**config.mk**
```make
export PLATFORM = sky130hd
export DESIGN_NAME = fir_out_requant_flat
export DESIGN_NICKNAME = d
export VERILOG_FILES = /design/src/rtl/fir_out_requant_if.sv /design/src/rtl/fir_out_requant.sv /design/src/flat_wrapper.sv
export SDC_FILE = /design/constraint.sdc
export NUM_CORES = 1
export LEC_CHECK = 0
export ABC_AREA = 1
export CELL_PAD_IN_SITES_DETAIL_PLACEMENT = 2
export CELL_PAD_IN_SITES_GLOBAL_PLACEMENT = 2
export CORE_MARGIN = 8
export CORE_UTILIZATION = 37
export CTS_BUF_LIST = sky130_fd_sc_hd__clkbuf_16
export CTS_CLUSTER_DIAMETER = 40
export DETAILED_ROUTE_END_ITERATION = 10
export PLACE_DENSITY_LB_ADDON = 0.15
export SLEW_MARGIN = 10
export SYNTH_ARGS = -nofsm -noshare
export SYNTH_HDL_FRONTEND = slang
export SYNTH_SLANG_ARGS = --single-unit
```
**constraint.sdc**
```tcl
create_clock -name clk -period 6.7 [get_ports clk]
set_input_delay 1.34 -clock clk [delete_from_list [all_inputs] [get_ports clk]]
set_output_delay 1.34 -clock clk [all_outputs]
set_load 0.005 [all_outputs]
```
**src/rtl/fir_out_requant_if.sv**
```systemverilog
// Sample stream in / requantised stream out of the FIR output stage.
// The master drives samples and the consumer ready; the slave is the stage.
interface fir_out_requant_if #(
    parameter int IN_W  = 16,
    parameter int OUT_W = 8
);
    logic                    in_valid;
    logic signed [IN_W-1:0]  in_data;
    logic                    out_valid;
    logic                    out_ready;
    logic signed [OUT_W-1:0] out_data;

    modport master (
        output in_valid, in_data, out_ready,
        input  out_valid, out_data
    );

    modport slave (
        input  in_valid, in_data, out_ready,
        output out_valid, out_data
    );
endinterface

```
**src/rtl/fir_out_requant.sv**
```systemverilog
// FIR output stage: decimate, round/shift/saturate, then buffer in a
// show-ahead FIFO that drops (never stalls) when full.
module fir_out_requant #(
    parameter int IN_W  = 16,
    parameter int OUT_W = 8,
    parameter int SHIFT = 5,
    parameter int DECIM = 1,
    parameter int DEPTH = 8,
    localparam int LW = $clog2(DEPTH) + 1,
    localparam int AW = $clog2(DEPTH),
    localparam int PW = (DECIM > 1) ? $clog2(DECIM) : 1
) (
    input  logic                 clk,
    input  logic                 reset,
    fir_out_requant_if.slave     io,
    input  logic                 clr_flags,
    output logic [LW-1:0]        fifo_level,
    output logic                 ovf_flag,
    output logic [15:0]          sat_count
);
    localparam logic [IN_W:0]    RND  = (IN_W+1)'(1) << (SHIFT - 1);
    localparam logic [OUT_W-1:0] MAXO = {1'b0, {(OUT_W-1){1'b1}}};
    localparam logic [OUT_W-1:0] MINO = {1'b1, {(OUT_W-1){1'b0}}};

    logic [PW-1:0]    phase_q, phase_d;
    logic             stg_v_q, stg_v_d;
    logic [OUT_W-1:0] stg_data_q, stg_data_d;
    logic [OUT_W-1:0] mem_q [DEPTH];
    logic [OUT_W-1:0] mem_d [DEPTH];
    logic [AW-1:0]    rd_ptr_q, rd_ptr_d;
    logic [AW-1:0]    wr_ptr_q, wr_ptr_d;
    logic [LW-1:0]    level_q, level_d;
    logic             ovf_q, ovf_d;
    logic [15:0]      sat_q, sat_d;

    logic                   keep;
    logic signed [IN_W:0]   t;
    logic signed [IN_W:0]   r;
    logic [IN_W-OUT_W+1:0]  hi;
    logic                   sat;
    logic [OUT_W-1:0]       clipped;
    logic                   pop;
    logic                   push;
    logic                   drop;

    // t is one bit wider than the input so adding the rounding bias never wraps
    always_comb begin
        keep    = io.in_valid && (phase_q == '0);
        t       = {io.in_data[IN_W-1], io.in_data} + RND;
        r       = t >>> SHIFT;
        hi      = r[IN_W:OUT_W-1];
        sat     = !((&hi) || (~|hi));
        clipped = r[OUT_W-1:0];
        if (sat) begin
            clipped = r[IN_W] ? MINO : MAXO;
        end
    end

    always_comb begin
        phase_d = phase_q;
        if (io.in_valid) begin
            phase_d = (phase_q == PW'(DECIM - 1)) ? '0 : phase_q + PW'(1);
        end
        stg_v_d    = keep;
        stg_data_d = clipped;
    end

    // a pop in the same cycle frees the slot, so a full FIFO still accepts
    always_comb begin
        pop      = (level_q != '0) && io.out_ready;
        push     = stg_v_q && ((level_q != LW'(DEPTH)) || pop);
        drop     = stg_v_q && !push;
        mem_d    = mem_q;
        rd_ptr_d = rd_ptr_q;
        wr_ptr_d = wr_ptr_q;
        level_d  = level_q;
        if (push) begin
            mem_d[wr_ptr_q] = stg_data_q;
            wr_ptr_d        = wr_ptr_q + AW'(1);
        end
        if (pop) begin
            rd_ptr_d = rd_ptr_q + AW'(1);
        end
        unique case ({push, pop})
            2'b10:   level_d = level_q + LW'(1);
            2'b01:   level_d = level_q - LW'(1);
            default: level_d = level_q;
        endcase
    end

    // set/increment events take priority over a coincident clear
    always_comb begin
        ovf_d = ovf_q;
        if (drop) begin
            ovf_d = 1'b1;
        end else if (clr_flags) begin
            ovf_d = 1'b0;
        end
        sat_d = sat_q;
        if (keep && sat) begin
            if (clr_flags) begin
                sat_d = 16'd1;
            end else if (sat_q != 16'hFFFF) begin
                sat_d = sat_q + 16'd1;
            end
        end else if (clr_flags) begin
            sat_d = '0;
        end
    end

    always_ff @(posedge clk or posedge reset) begin
        if (reset) begin
            phase_q    <= '0;
            stg_v_q    <= 1'b0;
            stg_data_q <= '0;
            for (int i = 0; i < DEPTH; i++) begin
                mem_q[i] <= '0;
            end
            rd_ptr_q   <= '0;
            wr_ptr_q   <= '0;
            level_q    <= '0;
            ovf_q      <= 1'b0;
            sat_q      <= '0;
        end else begin
            phase_q    <= phase_d;
            stg_v_q    <= stg_v_d;
            stg_data_q <= stg_data_d;
            mem_q      <= mem_d;
            rd_ptr_q   <= rd_ptr_d;
            wr_ptr_q   <= wr_ptr_d;
            level_q    <= level_d;
            ovf_q      <= ovf_d;
            sat_q      <= sat_d;
        end
    end

    always_comb begin
        io.out_valid = (level_q != '0);
        io.out_data  = io.out_valid ? mem_q[rd_ptr_q] : '0;
        fifo_level   = level_q;
        ovf_flag     = ovf_q;
        sat_count    = sat_q;
    end
endmodule

```
**src/flat_wrapper.sv**
```systemverilog
// flat-port wrapper written by rule: the top's interface ports become plain ports
module fir_out_requant_flat 
#(
    parameter int IN_W  = 16,
    parameter int OUT_W = 8,
    parameter int SHIFT = 5,
    parameter int DECIM = 1,
    parameter int DEPTH = 8,
    localparam int LW = $clog2(DEPTH) + 1,
    localparam int AW = $clog2(DEPTH),
    localparam int PW = (DECIM > 1) ? $clog2(DECIM) : 1
)
  (clk, reset, clr_flags, fifo_level, ovf_flag, sat_count, io_in_valid, io_in_data, io_out_ready, io_out_valid, io_out_data);
  fir_out_requant_if #(.IN_W(IN_W), .OUT_W(OUT_W)) io_i ();
  input  logic clk;
  input  logic reset;
  input  logic clr_flags;
  output logic [LW-1:0] fifo_level;
  output logic ovf_flag;
  output logic [15:0] sat_count;
  input wire logic [$bits(io_i.in_valid)-1:0] io_in_valid;
  input wire logic [$bits(io_i.in_data)-1:0] io_in_data;
  input wire logic [$bits(io_i.out_ready)-1:0] io_out_ready;
  output wire logic [$bits(io_i.out_valid)-1:0] io_out_valid;
  output wire logic [$bits(io_i.out_data)-1:0] io_out_data;
  assign io_i.in_valid = io_in_valid;
  assign io_i.in_data = io_in_data;
  assign io_i.out_ready = io_out_ready;
  assign io_out_valid = io_i.out_valid;
  assign io_out_data = io_i.out_data;
  fir_out_requant #(.IN_W(IN_W), .OUT_W(OUT_W), .SHIFT(SHIFT), .DECIM(DECIM), .DEPTH(DEPTH)) u_core (.clk(clk), .reset(reset), .io(io_i), .clr_flags(clr_flags), .fifo_level(fifo_level), .ovf_flag(ovf_flag), .sat_count(sat_count));
endmodule
```
# == After elaboration in Yosys (flattened, before gate mapping) ==
# Cells that the tools add are included.
# op_classes
addsub,7
n_lt_le_gt_ge,3
eq_ne,4
muxes,17
bitwise,3
n_reduce_logical,19
# ops
operator,n
bitwise mux 64 bit,1
two-way mux 16 bit,4
two-way mux 8 bit,6
binary-select mux 8 bit (select 3 bit),1
demux 8 bit (select 3 bit),1
adder 16 x 6 -> 17 bit (second input constant),1
adder 16 x 1 -> 16 bit (second input constant),1
!= test 16 bit (second input constant),1
greater-or-equal comparator 4 bit (second input constant),2
inverter 3 -> 4 bit,2
one-hot mux 4 bit (2 select lines),1
nonzero test 2 bit,4
adder 3 x 1 -> 3 bit (second input constant),2
logical AND 1 bit,6
AND reduction 5 bit,1
OR reduction 5 bit,1
adder 4 x 1 -> 4 bit (second input constant),1
< comparator 4 x 1 -> 1 bit (second input constant),1
!= test 4 bit (second input constant),1
nonzero test 4 bit,1
subtractor 4 x 1 -> 4 bit (second input constant),1
zero test 1 bit,3
two-way mux 1 bit,3
equality test 2 x 1 -> 1 bit (second input constant),1
5 further kinds,6
# word_totals
register_bits,101
out_inout_bits,30
wordCells,69

# == Logic depth before layout (Yosys ltp) ==
# logic_depth
word_depth,8
depth_mapped,14
ltp_nobuf,14

# == Worst setup path after synthesis ==
# OpenSTA, ideal clock, no wires.
# synth_path
path_type,input -> register
startpoint,input io_in_data[4]
endpoint,register u_core.sat_q[8] (netlist: u_core.sat_count[8])
setup_ns,0.118
arrival_ns,2.578
required_ns,6.582
setup_slack_ns,4.005
cell_stages,13
path_buffers,1
path_cell_list,ha_1 > nand2_1 > nor2_2 > nand2_1 > nand2_1 > a21oi_1 > nand3_1 > nand2_4 > nand2_4 > nand3_4 > buf_6 > nand3_1 > nand2_1
# synth_via
elab_chain_len,8
word_cells_on_any_way,10
classes_between,1 x add/sub; 1 x mux; 8 x reduce/logical
# synth_lines
item,line,text
start: declaration,flat_wrapper.sv:22,input wire logic [$bits(io_i.in_data)-1:0] io_in_data;
adder 16 x 6 -> 17 bit (*),fir_out_requant.sv:49,"t = {io.in_data[IN_W-1], io.in_data} + RND;"
OR reduction 5 bit,fir_out_requant.sv:52,sat = !((&hi) || (~|hi));
zero test 1 bit,fir_out_requant.sv:52,
logical OR 1 bit (*),fir_out_requant.sv:52,
zero test 1 bit (*),fir_out_requant.sv:52,
logical AND 1 bit (*),fir_out_requant.sv:100,if (keep && sat) begin
nonzero test 2 bit (no line),--,
AND reduction 2 bit (no line),--,
end signal: assignment,fir_out_requant.sv:133,sat_q <= sat_d;
end: declaration,fir_out_requant.sv:34,"logic [15:0] sat_q, sat_d;"
# Mark *: on every way between the ends. The rest lies on a longest branch, timed or not.
# A chain may end at the register's enable or synchronous reset.

# == Worst setup path in the final report ==
# layout_path
startpoint,register u_core.rd_ptr_q[0]
endpoint,output io_out_data[1]
# layout_via
elab_chain_len,5
# layout_lines
item,line,text
start: declaration,fir_out_requant.sv:30,"logic [AW-1:0] rd_ptr_q, rd_ptr_d;"
start signal: assignment,fir_out_requant.sv:129,rd_ptr_q <= rd_ptr_d;
inverter 3 -> 4 bit (implied by the code),fir_out_requant.sv:139,io.out_data = io.out_valid ? mem_q[rd_ptr_q] : '0;
binary-select mux 8 bit (select 3 bit),fir_out_requant.sv:139,
two-way mux 8 bit (implied by the code) (2 in series),fir_out_requant.sv:139,
two-way mux 8 bit,fir_out_requant.sv:139,
end: declaration,flat_wrapper.sv:25,output wire logic [$bits(io_i.out_data)-1:0] io_out_data;
# No other way between the ends. The select of a mux whose other input is x is not followed.

==> results.json <==
{
  "synth-seq-area-share_pct": 47.9,
  "worst_ep_arrival_time_ns": 3.02,
  "root_buffer": "clkbuf_16",
  "postPlaceCellArea_um2": 5750,
  "io_pins": 51,
  "numCtsBuffers": 9,
  "detail_route.drc_violations": 0,
  "dr_wl_met2_um": 8240,
  "clk_latency_ns": 0.36,
  "fmax_mhz": 229,
  "avgSynthCellArea_um2": 8.42,
  "htree_levels": 3,
  "min_period_ns": 4.36,
  "synth.area.top_cells": "dfrtp_1 48%, nand2_1 10%, o21ai_0 9.0%, nor2_1 5.4%, nand3_1 3.2%",
  "hold_viol": 0,
  "synth_fp_nets": 649,
  "cts_resized": 0,
  "drive_gt1_share_pct": 6.21,
  "synth_ff_type": "dfrtp_1",
  "leakagePower_nw": 2.67,
  "cts.sinks": 100,
  "synth_top_area_cell": "dfrtp_1",
  "synthCells": 621,
  "wirelength_um": 15700,
  "final_cell_area_um2": 6020,
  "drt_iter0_markers": 171,
  "final_core_util_pct": 43.5,
  "grt_pass1_wl_um": 26700,
  "ir_drop_uv": 152,
  "cts_setup_buffers": 0,
  "final_cell_mix": "141 x nand2_1, 100 x dfrtp_1, 94 x o21ai_0, 75 x nor2_1, 46 x clkdlybuf4s50_1",
  "min_path_type": "reg -> reg",
  "antenna_found_initial": 0,
  "portBuffers": 46,
  "synth-edff-count": 0,
  "netlist_area_um2": 5230,
  "cp-start-kind": "register",
  "rows": 43,
  "whs_ns": 0.484,
  "rsz0062_at_grt": "no",
  "routed_via_density": 5.36,
  "track_usage_pct": 18.5,
  "endpoint_kind": "output pin",
  "power.total_w": 0.00243,
  "async_flop_share_pct": 100,
  "area_growth_pct": 15.1,
  "cts_buffer_depth": 2,
  "path_class": "reg -> out",
  "start_util_pct": 37.8,
  "num_antenna_cells": 0,
  "grt_overflow": 0,
  "drt-met1-wl_um": 6880,
  "ant_nets": 0,
  "vias": 4500,
  "fin_tns_setup_ns": 0,
  "drv_cap": 0,
  "die-height_um": 135,
  "maxUsedRoutingLayer": "met4",
  "worst_pin_slew_ns": 0.999,
  "coreArea_um2": 13800,
  "cp_max_fo": 34,
  "cts_tree": "yes",
  "finalSetupViolations": 0,
  "grt_start_max_net_pins": 73,
  "yosys_warnings": 0,
  "powerDensity_nw_per_um2": 403,
  "dp_hpwl_um": 10700,
  "wl_met3_um": 361,
  "die_w_um": 135,
  "maxSlewHeadroom_pct": 33.3,
  "dieArea_um2": 18200,
  "wl_per_cell_um": 18.7,
  "hold_buffers": 0,
  "ys_ff_latch": 100,
  "drv_slew": 0,
  "status": "completed",
  "clk_pin_slew_ns": 0.07,
  "finalCritPeriodShare_pct": 65.1,
  "nNetsFinal": 683,
  "layout_commonest_cell": "nand2_1",
  "skew_ns": 0.00541,
  "gp_congestion": 0.779,
  "critPathRequiredTime_ns": 5.36,
  "yosys.area.top_type_share_pct": 47.9,
  "grt_pass1_vias": 5193,
  "synth.distinct_cells": 38,
  "dr.pass1.iters": 4
}
-- final cells by class --
class,instances,area (um^2)
Clock buffer,9,225
Sequential cell,100,2500
Clock inverter,7,43.8
Inverter,39,149
Timing Repair Buffer,48,475
Fill cell,1573,7810
Tap cell,180,225
Multi-Input combinational cell,457,2400
-- synth_stat cells, types with 3 or more instances --
cell and number:
clkbuf_1 12, nand2_4 4, o2111ai_1 3, o21ai_0 94, inv_1 38, nand4_1 4, buf_6 8, xnor2_1 8
nor2_2 3, o22ai_1 8, dfrtp_1 100, nor3_1 7, nand2_1 141, a31oi_1 9, xor2_1 13, nand3_1 33
o21ai_1 19, ha_1 7, nor2_1 75, a21oi_1 5, nand4_4 7
-- worst paths after layout --
| kind | cells after the start | slack [ns] | startpoint | to |
|---|---|---|---|---|
| max reg2reg | 14 | 4.05 | u_core.fifo_level[0] | u_core.fifo_level[2] |
| min in group asynchronous | 2 | 1.33 | reset | u_core.fifo_level[3] |
| min reg2reg | 2 | 0.48 | u_core.mem_q[35] | u_core.mem_q[35] |
| max | 7 | 2.34 | u_core.rd_ptr_q[0] | io_out_data[1] |
| min | 2 | 0.48 | u_core.mem_q[35] | u_core.mem_q[35] |
| max in group asynchronous | 3 | 4.10 | reset | u_core.mem_q[55] |
-- worst max-delay path, stage by stage (launching register included) --
cell and delay, ns:
dfrtp_1 0.36, buf_4 0.25, inv_1 0.78, o21ai_0 0.17
o22ai_1 0.15, o21ai_0 0.09, a31oi_1 0.29, clkdlybuf4s50_1 0.57
-- layer usage --
layer  up-vias  global-route usage [%]
met2        44                    33.1
met4         0                    5.61
met5         -                       0
met1      2299                    22.0
met3        12                    3.01
li1       2145                       -
-- power by group --
group	switching [W]	internal [W]	leakage, nW
combinational	0.000566	0.000386	1.28
clock	0.000239	0.000249	0.123
sequential	0.000169	0.000817	1.26
total	0.000973	0.00145	2.67
-- per-stage QoR --
stage,std cells,setup slack (ns)
after global routing,840,2.06
final,840,2.34
after detailed placement,824,2.63
after global placement,824,2.64
after floorplan,621,2.74
after CTS,840,2.24
-- logic make-up (layout without fill, tap and decap cells) --
kind of cell / after synthesis / in the layout / share of synthesized area, %
buffers and inverters: 64 / 103 / 6.25
adder cells (fa/ha/maj): 7 / 7 / 1.67
flip-flops: 100 / 100 / 47.9
AND/OR/NAND/NOR: 286 / 286 / 26.1
AO/OA/AOI/OAI: 143 / 143 / 14.6
XOR/XNOR: 21 / 21 / 3.52
-- registers in the layout (all words and copies together), names as in the netlist --
| register | cells |
|---|---|
| u_core.fifo_level | 4 |
| u_core.mem_q | 64 |
| u_core.ovf_flag | 1 |
| u_core.rd_ptr_q | 3 |
| u_core.sat_count | 16 |
| u_core.stg_data_q | 8 |
| u_core.stg_v_q | 1 |
| u_core.wr_ptr_q | 3 |
Note: power is estimated with default switching activity, not from simulation.
